--- src/rtl/branch_predictor_pkg.sv ---
// rtl/branch_predictor_pkg.sv - shared widths, counter encodings and helpers for the BTB predictor
package branch_predictor_pkg;

  localparam int DATA_BUS_BITS = 32;

  // 2-bit saturating counter: 00/01 predict not taken, 10/11 predict taken
  localparam int                      BTB_CTR_BITS  = 2;
  localparam logic [BTB_CTR_BITS-1:0] BTB_CTR_INIT  = 2'b01;
  localparam logic [BTB_CTR_BITS-1:0] BTB_CTR_ALLOC = 2'b10;

  // Sequential next PC; wraps modulo 2^DATA_BUS_BITS
  function automatic logic [DATA_BUS_BITS-1:0] pc_plus4(input logic [DATA_BUS_BITS-1:0] pc);
    return pc + DATA_BUS_BITS'(4);
  endfunction

endpackage

--- src/rtl/branch_predictor_if.sv ---
// rtl/branch_predictor_if.sv - fetch lookup, execute resolution and perf counter bundle
interface branch_predictor_if;
  import branch_predictor_pkg::*;

  // fetch side
  logic                     fetchPC_valid_unused;
  logic [DATA_BUS_BITS-1:0] fetchPC;
  logic                     predTaken;
  logic [DATA_BUS_BITS-1:0] predTarget;

  // execute side
  logic                     exValid;
  logic [DATA_BUS_BITS-1:0] exPC;
  logic                     exBranchOp;
  logic                     exJump;
  logic                     exTaken;
  logic [DATA_BUS_BITS-1:0] exPCNext;
  logic                     exPredTaken;
  logic [DATA_BUS_BITS-1:0] exPredTarget;
  logic                     mispredict;
  logic [DATA_BUS_BITS-1:0] redirectPC;

  // performance counters
  logic [31:0]              branchCount;
  logic [31:0]              mispredictCount;

  // pipeline side: drives fetch/execute information, consumes predictions
  modport master (
    output fetchPC, exValid, exPC, exBranchOp, exJump, exTaken, exPCNext,
           exPredTaken, exPredTarget,
    input  predTaken, predTarget, mispredict, redirectPC, branchCount, mispredictCount
  );

  // predictor side
  modport slave (
    input  fetchPC, exValid, exPC, exBranchOp, exJump, exTaken, exPCNext,
           exPredTaken, exPredTarget,
    output predTaken, predTarget, mispredict, redirectPC, branchCount, mispredictCount
  );

endinterface

--- src/rtl/branch_predictor_sat_counter2.sv ---
// rtl/branch_predictor_sat_counter2.sv - next-state function of a 2-bit saturating counter
module sat_counter2
  import branch_predictor_pkg::*;
(
  input  logic [BTB_CTR_BITS-1:0] ctr,
  input  logic                    inc,
  input  logic                    dec,
  input  logic                    set_max,
  output logic [BTB_CTR_BITS-1:0] next
);

  // force-to-max wins over increment, increment wins over decrement
  always_comb begin
    next = ctr;
    if (set_max) begin
      next = '1;
    end else if (inc) begin
      if (ctr != '1) next = ctr + BTB_CTR_BITS'(1);
    end else if (dec) begin
      if (ctr != '0) next = ctr - BTB_CTR_BITS'(1);
    end
  end

endmodule

--- src/rtl/branch_predictor.sv ---
// rtl/branch_predictor.sv - direct-mapped BTB with 2-bit counters, mispredict detect and perf counters
module branch_predictor
  import branch_predictor_pkg::*;
#(
  parameter int ENTRIES  = 16,
  parameter int TAG_BITS = 8
) (
  input logic               clk,
  input logic               reset,
  branch_predictor_if.slave bus
);

  localparam int IDX_BITS = $clog2(ENTRIES);
  localparam int TAG_LSB  = 2 + IDX_BITS;

  typedef logic [DATA_BUS_BITS-1:0] word_t;

  logic [ENTRIES-1:0]      valid_q;
  logic [TAG_BITS-1:0]     tag_q    [ENTRIES];
  word_t                   target_q [ENTRIES];
  logic [BTB_CTR_BITS-1:0] ctr_q    [ENTRIES];
  logic [31:0]             branch_cnt_q;
  logic [31:0]             mispredict_cnt_q;

  logic [IDX_BITS-1:0]     fetch_idx;
  logic [TAG_BITS-1:0]     fetch_tag;
  logic                    fetch_hit;
  logic                    pred_taken;
  word_t                   seq_pc;

  logic [IDX_BITS-1:0]     ex_idx;
  logic [TAG_BITS-1:0]     ex_tag;
  logic                    ex_hit;
  logic                    ex_update;
  logic                    mispredict;
  logic [BTB_CTR_BITS-1:0] ctr_next;

  // Byte offset and bits above the partial tag take no part in indexing or tagging
  logic unused_ex_pc_bits;
  assign unused_ex_pc_bits = ^{bus.exPC[1:0], bus.exPC[DATA_BUS_BITS-1:TAG_LSB+TAG_BITS]};

  assign fetch_idx = bus.fetchPC[2 +: IDX_BITS];
  assign fetch_tag = bus.fetchPC[TAG_LSB +: TAG_BITS];
  assign ex_idx    = bus.exPC[2 +: IDX_BITS];
  assign ex_tag    = bus.exPC[TAG_LSB +: TAG_BITS];
  assign ex_update = bus.exValid & bus.exBranchOp;

  // Fetch lookup: predict taken only on a tag hit with the counter's upper bit set
  always_comb begin
    seq_pc     = pc_plus4(bus.fetchPC);
    fetch_hit  = valid_q[fetch_idx] && (tag_q[fetch_idx] == fetch_tag);
    pred_taken = !reset && fetch_hit && ctr_q[fetch_idx][1];
  end

  assign bus.predTaken  = pred_taken;
  assign bus.predTarget = pred_taken ? target_q[fetch_idx] : seq_pc;

  // Execute-side hit check and misprediction decision against the carried prediction
  always_comb begin
    ex_hit     = valid_q[ex_idx] && (tag_q[ex_idx] == ex_tag);
    mispredict = 1'b0;
    if (bus.exValid) begin
      if (bus.exBranchOp) begin
        mispredict = (bus.exTaken != bus.exPredTaken) ||
                     (bus.exTaken && (bus.exPCNext != bus.exPredTarget));
      end else begin
        mispredict = bus.exPredTaken;
      end
    end
  end

  assign bus.mispredict      = mispredict;
  assign bus.redirectPC      = bus.exPCNext;
  assign bus.branchCount     = branch_cnt_q;
  assign bus.mispredictCount = mispredict_cnt_q;

  sat_counter2 u_ctr (
    .ctr     (ctr_q[ex_idx]),
    .inc     (bus.exTaken),
    .dec     (!bus.exTaken),
    .set_max (bus.exJump),
    .next    (ctr_next)
  );

  // Table training: jumps always (re)install at max confidence, hits move the counter,
  // taken misses allocate at weakly-taken, not-taken misses leave the table alone
  always_ff @(posedge clk) begin
    if (reset) begin
      valid_q <= '0;
      for (int i = 0; i < ENTRIES; i++) begin
        tag_q[i]    <= '0;
        target_q[i] <= '0;
        ctr_q[i]    <= BTB_CTR_INIT;
      end
    end else if (ex_update) begin
      if (bus.exJump || ex_hit) begin
        ctr_q[ex_idx] <= ctr_next;
      end else if (bus.exTaken) begin
        ctr_q[ex_idx] <= BTB_CTR_ALLOC;
      end
      if (bus.exJump || bus.exTaken) begin
        valid_q[ex_idx]  <= 1'b1;
        tag_q[ex_idx]    <= ex_tag;
        target_q[ex_idx] <= bus.exPCNext;
      end
    end
  end

  // Free-running wrap-around perf counters
  always_ff @(posedge clk) begin
    if (reset) begin
      branch_cnt_q     <= '0;
      mispredict_cnt_q <= '0;
    end else begin
      if (ex_update)  branch_cnt_q     <= branch_cnt_q + 32'd1;
      if (mispredict) mispredict_cnt_q <= mispredict_cnt_q + 32'd1;
    end
  end

endmodule
--- src/flat_wrapper.sv ---
// flat-port wrapper written by rule: the top's interface ports become plain ports
module branch_predictor_flat import branch_predictor_pkg::*;
#(
  parameter int ENTRIES  = 16,
  parameter int TAG_BITS = 8
)
  (clk, reset, bus_fetchPC, bus_exValid, bus_exPC, bus_exBranchOp, bus_exJump, bus_exTaken, bus_exPCNext, bus_exPredTaken, bus_exPredTarget, bus_predTaken, bus_predTarget, bus_mispredict, bus_redirectPC, bus_branchCount, bus_mispredictCount);
  branch_predictor_if bus_i ();
  input logic clk;
  input logic reset;
  input wire logic [$bits(bus_i.fetchPC)-1:0] bus_fetchPC;
  input wire logic [$bits(bus_i.exValid)-1:0] bus_exValid;
  input wire logic [$bits(bus_i.exPC)-1:0] bus_exPC;
  input wire logic [$bits(bus_i.exBranchOp)-1:0] bus_exBranchOp;
  input wire logic [$bits(bus_i.exJump)-1:0] bus_exJump;
  input wire logic [$bits(bus_i.exTaken)-1:0] bus_exTaken;
  input wire logic [$bits(bus_i.exPCNext)-1:0] bus_exPCNext;
  input wire logic [$bits(bus_i.exPredTaken)-1:0] bus_exPredTaken;
  input wire logic [$bits(bus_i.exPredTarget)-1:0] bus_exPredTarget;
  output wire logic [$bits(bus_i.predTaken)-1:0] bus_predTaken;
  output wire logic [$bits(bus_i.predTarget)-1:0] bus_predTarget;
  output wire logic [$bits(bus_i.mispredict)-1:0] bus_mispredict;
  output wire logic [$bits(bus_i.redirectPC)-1:0] bus_redirectPC;
  output wire logic [$bits(bus_i.branchCount)-1:0] bus_branchCount;
  output wire logic [$bits(bus_i.mispredictCount)-1:0] bus_mispredictCount;
  assign bus_i.fetchPC = bus_fetchPC;
  assign bus_i.exValid = bus_exValid;
  assign bus_i.exPC = bus_exPC;
  assign bus_i.exBranchOp = bus_exBranchOp;
  assign bus_i.exJump = bus_exJump;
  assign bus_i.exTaken = bus_exTaken;
  assign bus_i.exPCNext = bus_exPCNext;
  assign bus_i.exPredTaken = bus_exPredTaken;
  assign bus_i.exPredTarget = bus_exPredTarget;
  assign bus_predTaken = bus_i.predTaken;
  assign bus_predTarget = bus_i.predTarget;
  assign bus_mispredict = bus_i.mispredict;
  assign bus_redirectPC = bus_i.redirectPC;
  assign bus_branchCount = bus_i.branchCount;
  assign bus_mispredictCount = bus_i.mispredictCount;
  branch_predictor #(.ENTRIES(ENTRIES), .TAG_BITS(TAG_BITS)) u_core (.clk(clk), .reset(reset), .bus(bus_i));
endmodule
--- config.mk ---
export PLATFORM = sky130hd
export DESIGN_NAME = branch_predictor_flat
export DESIGN_NICKNAME = d
export VERILOG_FILES = /design/src/rtl/branch_predictor_pkg.sv /design/src/rtl/branch_predictor_if.sv /design/src/rtl/branch_predictor_sat_counter2.sv /design/src/rtl/branch_predictor.sv /design/src/flat_wrapper.sv
export SDC_FILE = /design/constraint.sdc
export NUM_CORES = 1
export LEC_CHECK = 0
export CORE_AREA = 2 2 289 291
export CTS_CLUSTER_SIZE = 16
export DETAILED_ROUTE_END_ITERATION = 6
export DIE_AREA = 0 0 291 293
export PLACE_DENSITY = 0.6
export SLEW_MARGIN = 10
export SYNTH_ARGS = -nofsm -noshare
export SYNTH_HDL_FRONTEND = slang
export SYNTH_SLANG_ARGS = --single-unit
--- constraint.sdc ---
create_clock -name clk -period 5.6 [get_ports clk]
set_input_delay 0.56 -clock clk [delete_from_list [all_inputs] [get_ports clk]]
set_output_delay 0.56 -clock clk [all_outputs]
set_load 0.01 [all_outputs]
Yosys cells after proc, flatten, opt, wreduce, memory -nomap -nowiden
Memory sizes are Yosys's and may differ from the RTL's.
Index checks and enable logic that the tools add are counted.
- memories: 3
- register bits: 80
- RAM bits: 672
- output and inout port bits: 130
- input bits: 135
- word-level logic and storage cells: 75
- memories (memory ; words ; bits a word ; rd ports ; clocked after Yosys merged registers in ; write ports ; RTL line ; source):
    u_core.target_q ; 16 ; 32 ; 1 ; 0 ; 16 ; branch_predictor.sv:20 ; word_t target_q [ENTRIES];
    u_core.tag_q ; 16 ; 8 ; 2 ; 0 ; 16 ; branch_predictor.sv:19 ; logic [TAG_BITS-1:0] tag_q [ENTRIES];
    u_core.ctr_q ; 16 ; 2 ; 2 ; 0 ; 16 ; branch_predictor.sv:21 ; logic [BTB_CTR_BITS-1:0] ctr_q [ENTRIES];
- add/subtract/negate cells: 5
- bitwise operators: 3
- reduce and logical (&&, ||, !) cells: 15
- equal/unequal tests: 5
- mux-type cells: 38
- magnitude comparators: 3
- operator list (kind ; number):
    32-bit by 1-bit adder with 32-bit output (second input constant) ; 2
    32-bit 2-to-1 mux ; 2
    32-bit by 3-bit adder with 32-bit output (second input constant) ; 1
    32-bit != test ; 1
    32-bit OR reduction ; 1
    1-bit 2-to-1 mux ; 23
    8-bit == test ; 2
    16-bit bitwise OR ; 1
    2-bit 2-to-1 mux ; 6
    4-bit 2-to-1 mux ; 3
    4-bit by 5-bit < comparator with 1-bit output (second input constant) ; 2
    1-bit binary-select mux with 4-bit select ; 2
    8-bit 2-to-1 mux ; 1
    8-bit OR reduction ; 1
    1-bit logical AND ; 6
    1-bit demux with 4-bit select ; 1
    4-bit by 1-bit greater-or-equal comparator with 1-bit output (second input constant) ; 1
    1-bit logical OR ; 3
    2-bit by 1-bit adder with 2-bit output (second input constant) ; 1
    2-bit != test (second input constant) ; 1
    2-bit AND reduction ; 1
    2-bit nonzero test ; 1
    2-bit OR reduction ; 1
    2-bit by 1-bit subtractor with 2-bit output (second input constant) ; 1
    other kinds (4) ; 4

Depth between registers and ports, before layout
- word-level depth: 11
- gate-level depth with buffers: 13
- depth with buffers taken out: 8

Modules after synthesis
From an unflattened synthesis, not the netlist that was laid out.
- cells, all modules: 2586
- area, all modules: 36939.2 um^2
- by module, submodules not included (module ; seq. area each (um^2) ; area each (um^2) ; times used ; cells each):
    branch_predictor ; 21780.9 ; 36891.6 ; 1 ; 2578
    sat_counter2 ; 0.0 ; 47.5 ; 1 ; 8

Worst setup path after synthesis
OpenSTA, ideal clock, no wires.
- path kind: input-to-reg
- from: input bus_exPC[4]
- to: memory u_core.tag_q[5][0] (enable)
- arrival: 4.586 ns
- cell stages on the path: 7
- path buffers: 4
- required time: 5.107 ns
- setup time: 0.493 ns
- slack: 0.522 ns
- cells stage by stage: buf_2 buf_2 nor2b_1 clkbuf_1 nand2_1 clkbuf_1 o21ai_0
- RTL lines (item ; RTL line ; source):
    start: declaration ; flat_wrapper.sv:13 ; input wire logic [$bits(bus_i.exPC)-1:0] bus_exPC;
    end: declaration ; branch_predictor.sv:19 ;

Worst setup path after layout
- from: input bus_fetchPC[2]
- to: output bus_predTarget[31]
- longest elaborated chain between the ends: 6
- elaborated cells between the ends (all ways): 11
- those cells by class: add/sub: 1; eq/ne: 1; mux: 3; reduce/logical: 3; memory: 3
- ends and longest elaborated chain (item ; RTL line ; source):
    start: declaration ; flat_wrapper.sv:11 ; input wire logic [$bits(bus_i.fetchPC)-1:0] bus_fetchPC;
    memory 16 x 8 bit / 1-bit binary-select mux with 4-bit select (equally long branches) ; -- ;
    8-bit == test / 1-bit 2-to-1 mux (equally long branches) ; branch_predictor.sv:51 ; fetch_hit = valid_q[fetch_idx] && (tag_q[fetch_idx] == fetch_tag);
    1-bit logical AND ; branch_predictor.sv:51 ;
    1-bit logical AND (2 in series) ; branch_predictor.sv:52 ; pred_taken = !reset && fetch_hit && ctr_q[fetch_idx][1];
    32-bit 2-to-1 mux * ; branch_predictor.sv:56 ; assign bus.predTarget = pred_taken ? target_q[fetch_idx] : seq_pc;
    end: declaration ; flat_wrapper.sv:21 ; output wire logic [$bits(bus_i.predTarget)-1:0] bus_predTarget;
Every way passes the cells marked *; elsewhere a longest branch is shown, timed or not. The select of a mux whose other input is x is not followed.

==> results.yml <==
timing:
  drv_slew: 0
  max_freq_ghz: 0.202
  period_minus_slack_ps: 4950
  fin_crit_sh_pct: 88.5
  setup_viol: 0
  finalSetupTns_ps: 0
  worst_pin_slew_ps: 1060
  clock-skew-final_ps: 40.6
  hold_viol_final: 0
  holdWs_ps: 476
  grt_setup_unrepaired: "false"
  relSlewSlack_pct: 29.4
flow_run:
  max_cap_violations: 0
floorplan:
  row_count: 105
  fp.dieW_um: 291
  start_util_pct: 45.0
  dieArea_sq_mm: 0.0853
  core_sq_mm: 0.0818
  dieHeight_um: 293
  io_pins: 265
yosys:
  ys.flop_type: "edfxtp_1"
  synth.most_common_cell: "edfxtp_1"
  syn_avg_cell_area_sq_um: 14.3
  yosys.area_share.simple_pct: 15.8
  ys_warn_count: 0
  synth_area_sq_mm: 0.0368
  ys_top_cells_by_count: "edfxtp_1, and2_1, mux4_2, clkbuf_1, nor2_1"
  synth_compound_area_share_pct: 2.23
  synth_xor_area_share_pct: 2.95
  synthMuxAreaShare_pct: 16.4
  yosysTopAreaCellShare_pct: 54.8
  postSynth.asyncResetShare_pct: 0
  yosysSeqAreaShare_pct: 59.2
  synth_top_area_cell: "edfxtp_1"
  yosys.area_share.adder_pct: 0.102
  synth_edf_count: 672
  ys_types: 57
  syn-num-nets: 2708
  ys_seq_elements: 752
  netlist_top_cells_area: "edfxtp_1, mux4_2, and2_1"
  postSynthCellCount: 2570
  synth_top_family_by_area: "multiplexers"
cells_and_area:
  area_growth_pct: 17.2
  regArea_sq_mm: 0.0218
  final_nets: 2873
  drive_above_1_share_pct: 18.7
  multi_input_area_sq_mm: 0.0141
  final_cells: 3862
  post-route-util_pct: 52.7
  filler_cell_count: 6723
clock_tree:
  cts_tree: "built"
  path_clk_slew_ps: 50
  cts_sinks: 752
  cts_hold_buf: 0
  clock_path_buffers: 3
  htreeDepth: 3
  post_cts.repair.setup_buffers: 0
  postCtsResizedCells: 0
  clockRootBuffer: "clkbuf_16"
  clkLatencyLatePin_ps: 640
  numCtsBuffers: 83
placement:
  dp_hpwl_mm: 65.6
  port_buffers: 244
  place.gp.congestion: 0.831
  dp.cells: 3720
power_and_ir_drop:
  ir_drop_mv: 0.199
  p_per_area_mw_per_mm2: 302
  power.leakage_nw: 14.7
route:
  drtIter0Drc: 2360
  vias_per_cell: 5.93
  firstDrtPassIters: 7
  post_drt_wl_per_cell_um: 28.9
  drt-total-wl_mm: 112
  drc_errors: 0
  ant_nets: 0
  num_vias: 22900
global_routing:
  grt_pass1_wl_mm: 161
  grt_usage_pct: 26.2
  grt_max_degree: 81
  antenna_found_initial: 7
  overflow: 0
  grt_pass1_vias: 23700
worst_setup_path:
  arrival_ps: 4390
  worstPathMaxFanout: 70
  rrSetupSlack_ps: 1960
  cp_data_required_time_ps: 5040
  endpoint_kind: "output pin"
  crit_type: "primary input to output pin"
  startpoint_type: "primary input"
status:
  status: "finished clean"
hold_path:
  hp-class: "register to register"
-- report_power, final --
part / switching (mW) / internal, mW
Combinational: 0.689 / 0.555
Sequential: 0.0835 / 6.36
Clock: 2.19 / 3.15
-- layer usage --
| layer | vias to the layer above | GRT usage, % | wire, um |
|---|---|---|---|
| li1 | 9784 | - | - |
| met1 | 11800 | 35.0 | 44900 |
| met2 | 1076 | 43.3 | 53900 |
| met3 | 198 | 5.62 | 9730 |
| met4 | 6 | 7.85 | 2990 |
| met5 | - | 0 | 47 |
-- placed cells by master (no fill, tap or decap), types with 12 or more instances in the layout --
| master | Yosys | layout |
|---|---|---|
| edfxtp_1 | 672 | 672 |
| and2_1 | 616 | 616 |
| clkdlybuf4s50_1 | 0 | 236 |
| mux4_2 | 235 | 235 |
| clkbuf_16 | 0 | 86 |
| dfxtp_1 | 80 | 80 |
| xnor2_1 | 79 | 79 |
| nor2_1 | 90 | 78 |
| buf_4 | 38 | 75 |
| nand2_1 | 59 | 59 |
| nand3_1 | 48 | 48 |
| nor3_1 | 51 | 47 |
| xor2_1 | 45 | 45 |
| mux2_2 | 43 | 43 |
| a21o_1 | 33 | 33 |
| mux2i_1 | 27 | 27 |
| nand4_1 | 24 | 24 |
| a21oi_1 | 21 | 21 |
| nor3b_1 | 20 | 20 |
| clkbuf_1 | 176 | 20 |
| o21ai_0 | 29 | 17 |
| clkinv_1 | 2 | 17 |
| buf_12 | 0 | 17 |
| nor4_1 | 15 | 15 |
| or3_1 | 15 | 15 |
| and3_1 | 14 | 14 |
| nor2b_1 | 13 | 13 |
| inv_1 | 12 | 12 |
| o21ai_4 | 0 | 12 |
| nor2_4 | 0 | 12 |
-- sequential cells by signal (all words and copies together), names as in the netlist --
signal / cells
u_core.target_q: 512
u_core.tag_q: 128
u_core.bus.branchCount: 32
u_core.bus.mispredictCount: 32
u_core.ctr_q: 32
u_core.valid_q: 16
-- cells by family (layout without fill, tap and decap cells) --
kind of cell | count (synthesis) | in the layout
AO/OA/AOI/OAI | 121 | 121
XOR/XNOR | 124 | 124
adder cells (fa/ha/maj) | 3 | 3
buffers and inverters | 267 | 488
flip-flops | 752 | 752
multiplexers | 305 | 305
other | 0 | 1
AND/OR/NAND/NOR | 998 | 998
-- per-stage QoR --
stage	setup WS [ps]	cell area (sq um)	total power [mW]
finish	646	43100	13.0
global route	145	43100	13.4
CTS	492	43100	13.1
detailed placement	516	40500	7.81
global placement	471	40500	7.78
floorplan	522	36800	7.26
-- final timing paths --
path / start / endpoint / cells after the start
setup / recovery: bus_fetchPC[2] / bus_predTarget[31] / 12
hold / removal: u_core.valid_q[14] / u_core.valid_q[14] / 1
setup reg to reg: u_core.tag_q[7][7] / u_core.ctr_q[6][1] / 8
hold reg to reg: u_core.valid_q[14] / u_core.valid_q[14] / 1
-- worst max-delay path, cell delays in order --
cell	delay, ps
buf_8	550
buf_12	470
nand2_1	140
nor3b_1	600
buf_4	240
nand2_1	120
nor3_1	320
nand4_1	230
nor3_1	230
xor2_1	160
mux2_2	160
clkdlybuf4s50_1	530
-- area by class of cell --
cell class | instances | share of cell area [%]
clock inverter | 32 | 0.760
tap | 1070 | 3.10
clock buffer | 109 | 5.26
sequential | 752 | 50.5
antenna | 1 | 0.00580
timing repair buffer | 333 | 7.67
inverter | 14 | 0.122
multi-input combinational | 1551 | 32.6
Note: power is estimated with default switching activity, not from simulation.
==> RTL change 1 (same settings) <==
`TAG_BITS` is set to 8 in 2 places; all go to 10.
--- a/src/rtl/branch_predictor.sv
+++ b/src/rtl/branch_predictor.sv
@@ -4,5 +4,5 @@
 #(
   parameter int ENTRIES  = 16,
-  parameter int TAG_BITS = 8
+  parameter int TAG_BITS = 10
 ) (
   input logic               clk,
--- a/src/flat_wrapper.sv
+++ b/src/flat_wrapper.sv
@@ -3,5 +3,5 @@
 #(
   parameter int ENTRIES  = 16,
-  parameter int TAG_BITS = 8
+  parameter int TAG_BITS = 10
 )
   (clk, reset, bus_fetchPC, bus_exValid, bus_exPC, bus_exBranchOp, bus_exJump, bus_exTaken, bus_exPCNext, bus_exPredTaken, bus_exPredTarget, bus_predTaken, bus_predTarget, bus_mispredict, bus_redirectPC, bus_branchCount, bus_mispredictCount);
Check against the original RTL: not equivalent (a bounded check fails within 4 cycles, from zero or initial values and one cycle with reset high).
==> RTL change 1 against the unedited design <==
  * First-iteration DRC count about the same
  * Clock power up 7.3%
  * Fmax down 3.6%
  * Worst setup slack worse by 0.19 ns
  * Critical endpoint unchanged
  * Routed wire length up 8.4%
  * Worst hold slack worse by 0.11 ns
  * Register-to-register slack better by 0.19 ns
  * Area after synthesis up 5.2%
  * Non-clock buffer count up 12
  * Design area up 5.1%
  * Total power up 6.5%
  * Sequential cell count up 32
  * Utilization up 2.7 points
==> RTL change 1: results (changes against the unedited design) <==
| Metric | Value |
|---|---|
| Status | finished, final reports clean (unchanged) |
| Routed wire length | 121.0 mm (was 111.6 mm) |
| GRT Total Usage | 0.2820 (was 0.2621) |
| Average vias per placed instance | 6.234 (was 5.931) |
| DP Area | 0.04250 mm² (was 0.04053 mm²) |
| Max Clk Rate | 194.6 MHz (was 201.8 MHz) |
| First-pass GRT wire length | 174.4 mm (was 161.1 mm) |
| Max FO, Critical Path | 31 (was 70) |
| CP max-delay cell | or3_2 (was nor3b_1) |
| Hold slack | 0.3646 ns (was 0.4759 ns) |
| Worst Skew | 0.02570 ns (was 0.04057 ns) |
| Largest net degree at the start of global routing | 162 (was 81) |
| Mapped Nets | 2856 (was 2708) |
| Leak | 16.22 nW (was 14.70 nW) |
| Top post-synthesis cells by area | edfxtp_1 55%, mux4_2 15%, and2_1 7.4%, dfxtp_1 4.1%, and3_1 2.7% (was edfxtp_1 55%, mux4_2 14%, and2_1 10%, dfxtp_1 4.4%, xnor2_1 1.9%) |
| Worst R2R Setup Slack | 2.15 ns (was 1.96 ns) |
| Reg2reg end | u_core.ctr_q[0][1] (was u_core.ctr_q[6][1]) |
| Post-synthesis sequential element count | 784 (was 752) |
| Post-synth top cells | 704 x edfxtp_1, 461 x and2_1, 253 x mux4_2 (was 672 x edfxtp_1, 616 x and2_1, 235 x mux4_2) |
| Drt first-iter violations | 2361 (was 2360) |
| Crit-path max cell delay | 0.65 ns (was 0.60 ns) |
| Layout cells sized above 1 | 0.1932 (was 0.1870) |
| CP top delay family | multiplexers (was buffers and inverters) |
| Fillers | 6625 (was 6723) |
| Crit path arrival time | 4.58 ns (was 4.39 ns) |
| IO Port Bufs | 246 (was 244) |
| Biggest regs | u_core.target_q: 512 flops, u_core.tag_q: 160 flops (was u_core.target_q: 512 flops, u_core.tag_q: 128 flops) |
| Pre-Repair DR Iteration Count | 5 (was 7) |
| Initial antenna violation count | 4 (was 7) |
-- RTL change 1: cell count changes in the layout (fill, tap and decap cells not counted), moves of 17 or more --
cell,change
mux2_4,+25
o21ai_0,+18
edfxtp_1,+32
nor3_1,+42
mux2_2,-25
a21o_1,-17
nor3b_1,-20
and3_1,+152
and2_1,-156
mux4_2,+18
-- RTL change 1: layout make-up --
type / count / area, µm² / area share
clock inverter: 54 / 580.6 / 0.01281
sequential: 784 / 22740 / 0.5017
multi-input combinational: 1622 / 14910 / 0.3289
antenna: 2 / 5.005 / 0.0001104
timing repair buffer: 345 / 3415 / 0.07533
clock buffer: 105 / 2243 / 0.04949
inverter: 25 / 93.84 / 0.002070
tap: 1070 / 1339 / 0.02954
-- RTL change 1: routing by layer --
layer  track usage  routed length [µm]
met5             0                  11
met4       0.09554                3811
met3       0.04743                9917
met2        0.4779               59490
met1        0.3707               47730
-- RTL change 1: power by group --
part	leakage [nW]	switching (mW)	internal (mW)
registers	7.32	0.0932	6.64
clock network	1.37	2.41	3.33
logic	7.53	0.810	0.592
-- RTL change 1: metrics by stage --
step           cells  TNS [ns]
6_report        4007         0
5_1_grt         4006         0
4_1_cts         4005         0
3_5_place_dp    3846         0
3_3_place_gp    3846         0
2_1_floorplan   2718    -21.18
-- RTL change 1: cell families (layout without fill, tap and decap cells) --
family	after synthesis	count (layout)	share of synthesized area
DFF	784	784	0.5873
AOI/OAI and AO/OA	156	156	0.02779
buffers and inverters	312	529	0.03551
and+or+nand+nor	1003	1003	0.1480
muxes	332	332	0.1714
xor gates and xnor gates	128	128	0.02895
other	0	2	0
adders and majority gates	3	3	0.0009695
-- RTL change 1: worst min path at each step --
stage                                  start                          to  cells after the start
after detailed placement   u_core.valid_q[4]           u_core.valid_q[4]                      1
after floorplan           u_core.valid_q[13]          u_core.valid_q[13]                      1
after global placement     u_core.valid_q[3]           u_core.valid_q[3]                      1
final                                  reset  u_core.bus.branchCount[10]                      2
after CTS                              reset  u_core.bus.branchCount[24]                      2
after global routing                   reset  u_core.bus.branchCount[29]                      2
-- RTL change 1: worst register-to-register path: cells and delay by family (launching register included) --
| kind | cells | cell delay (ns) |
|---|---|---|
| buffers and inverters | 1 | 0.23 |
| muxes | 2 | 0.76 |
| and+or+nand+nor | 2 | 0.80 |
| AOI/OAI and AO/OA | 3 | 0.96 |
| DFF | 1 | 0.39 |
==> RTL change 2 (same settings) <==
Without the edit above. Put a register stage on the output `bus.predTarget`. The value now appears one clock later.
--- a/src/rtl/branch_predictor.sv
+++ b/src/rtl/branch_predictor.sv
@@ -54,5 +54,7 @@
 
   assign bus.predTaken  = pred_taken;
-  assign bus.predTarget = pred_taken ? target_q[fetch_idx] : seq_pc;
+  always_ff @(posedge clk) begin
+    bus.predTarget <= pred_taken ? target_q[fetch_idx] : seq_pc;
+  end
 
   // Execute-side hit check and misprediction decision against the carried prediction
Function: changed (Yosys sat finds a counterexample within 4 cycles, from zero or initial values and one cycle with reset high).
==> RTL change 2 against the unedited design <==
  * Area after synthesis is 1.9% higher
  * Routed wire length is 3.5% higher
  * Via count is 1.9% higher
  * Total power is 3.3% higher
  * Sequential cell count is 32 higher
  * Design area is 1.9% higher
  * Non-clock buffer count is 2 higher
  * Worst setup slack worse by 0.31 ns
  * Fmax is 6.0% lower
  * Clock power is 3% higher
  * Largest cell class unchanged
  * Largest power group unchanged
==> RTL change 2: results (changes against the unedited design) <==
| Metric | Value |
|---|---|
| Status | finished, final reports clean (unchanged) |
| Worst Setup SP | bus_exPCNext[15] (was bus_fetchPC[2]) |
| Met2 WL | 55.65 mm (was 53.95 mm) |
| # nets final | 2929 (was 2873) |
| Final setup margin | 0.3319 ns (was 0.6455 ns) |
| Max FO, Critical Path | 18 (was 70) |
| Reg2Reg Depth | 9 (was 8) |
| Post-DP HPWL | 67.85 mm (was 65.58 mm) |
| DP Area | 0.04125 mm² (was 0.04053 mm²) |
| Top Layer Used | met4 (was met5) |
| GRT met3 Usage | 0.04690 (was 0.05620) |
| Crit path arrival time | 4.71 ns (was 4.39 ns) |
| Worst Skew | 0.03024 ns (was 0.04057 ns) |
| Routed via count | 23330 (was 22910) |
| Critical Path Sink | bus_mispredict (was bus_predTarget[31]) |
| Met3 WL | 9.863 mm (was 9.729 mm) |
| CP top delay family | simple AND/OR/NAND/NOR gates (was buffers and inverters) |
| Bufs w/o clock | 335 (was 333) |
| Max-slew headroom | 0.3003 (was 0.2941) |
| CLK BUF | 118 (was 109) |
| First-pass GRT wire length | 167.2 mm (was 161.1 mm) |
| Multi-input logic area | 0.01413 mm² (was 0.01405 mm²) |
| Register area share after synthesis | 0.5983 (was 0.5920) |
| Worst R2R Setup Slack | 1.90 ns (was 1.96 ns) |
| Mapped Nets | 2749 (was 2708) |
| Met2 Use GR | 0.4468 (was 0.4330) |
| Inverters | 13 (was 14) |
| Leak | 15.01 nW (was 14.70 nW) |
| Diode count | 2 (was 1) |
| Fillers | 6631 (was 6723) |
| Post-synthesis sequential element count | 784 (was 752) |
| Largest net degree at the start of global routing | 77 (was 81) |
| Number of global-route vias before repair | 23780 (was 23700) |
| Top post-synthesis cells by area | edfxtp_1 54%, mux4_2 13%, and2_1 11%, dfxtp_1 6.0%, xnor2_1 1.9% (was edfxtp_1 55%, mux4_2 14%, and2_1 10%, dfxtp_1 4.4%, xnor2_1 1.9%) |
| Non-clk buf share | 0.07533 (was 0.07667) |
| DP Worst Slack | 0.4030 ns (was 0.5157 ns) |
| Pre-Repair DR Iteration Count | 5 (was 7) |
## RTL change 2: power breakdown
part / internal [mW] / switching, mW / leakage, nW / total [mW]
registers: 6.60 / 0.0908 / 7.28 / 6.69
logic: 0.543 / 0.712 / 6.41 / 1.26
clock network: 3.18 / 2.33 / 1.32 / 5.51
## RTL change 2: cells by family after synthesis
group           synth area share
simple gates              0.1566
flops                     0.5983
mux                       0.1596
buf+inv                  0.03262
compound gates           0.02297
xor+xnor                 0.02898
fa+ha+maj               0.001002
## RTL change 2: worst min-delay path by stage
stage | start | end | slack [ns] | cells past startpoint
global route | reset | u_core.bus.branchCount[3] | 0.41 | 2
finish | reset | u_core.bus.branchCount[2] | 0.38 | 2
CTS | reset | u_core.bus.branchCount[4] | 0.36 | 2
floorplan | u_core.valid_q[2] | u_core.valid_q[2] | 0.44 | 1
detailed placement | u_core.valid_q[4] | u_core.valid_q[4] | 0.47 | 1
global placement | u_core.valid_q[2] | u_core.valid_q[2] | 0.45 | 1
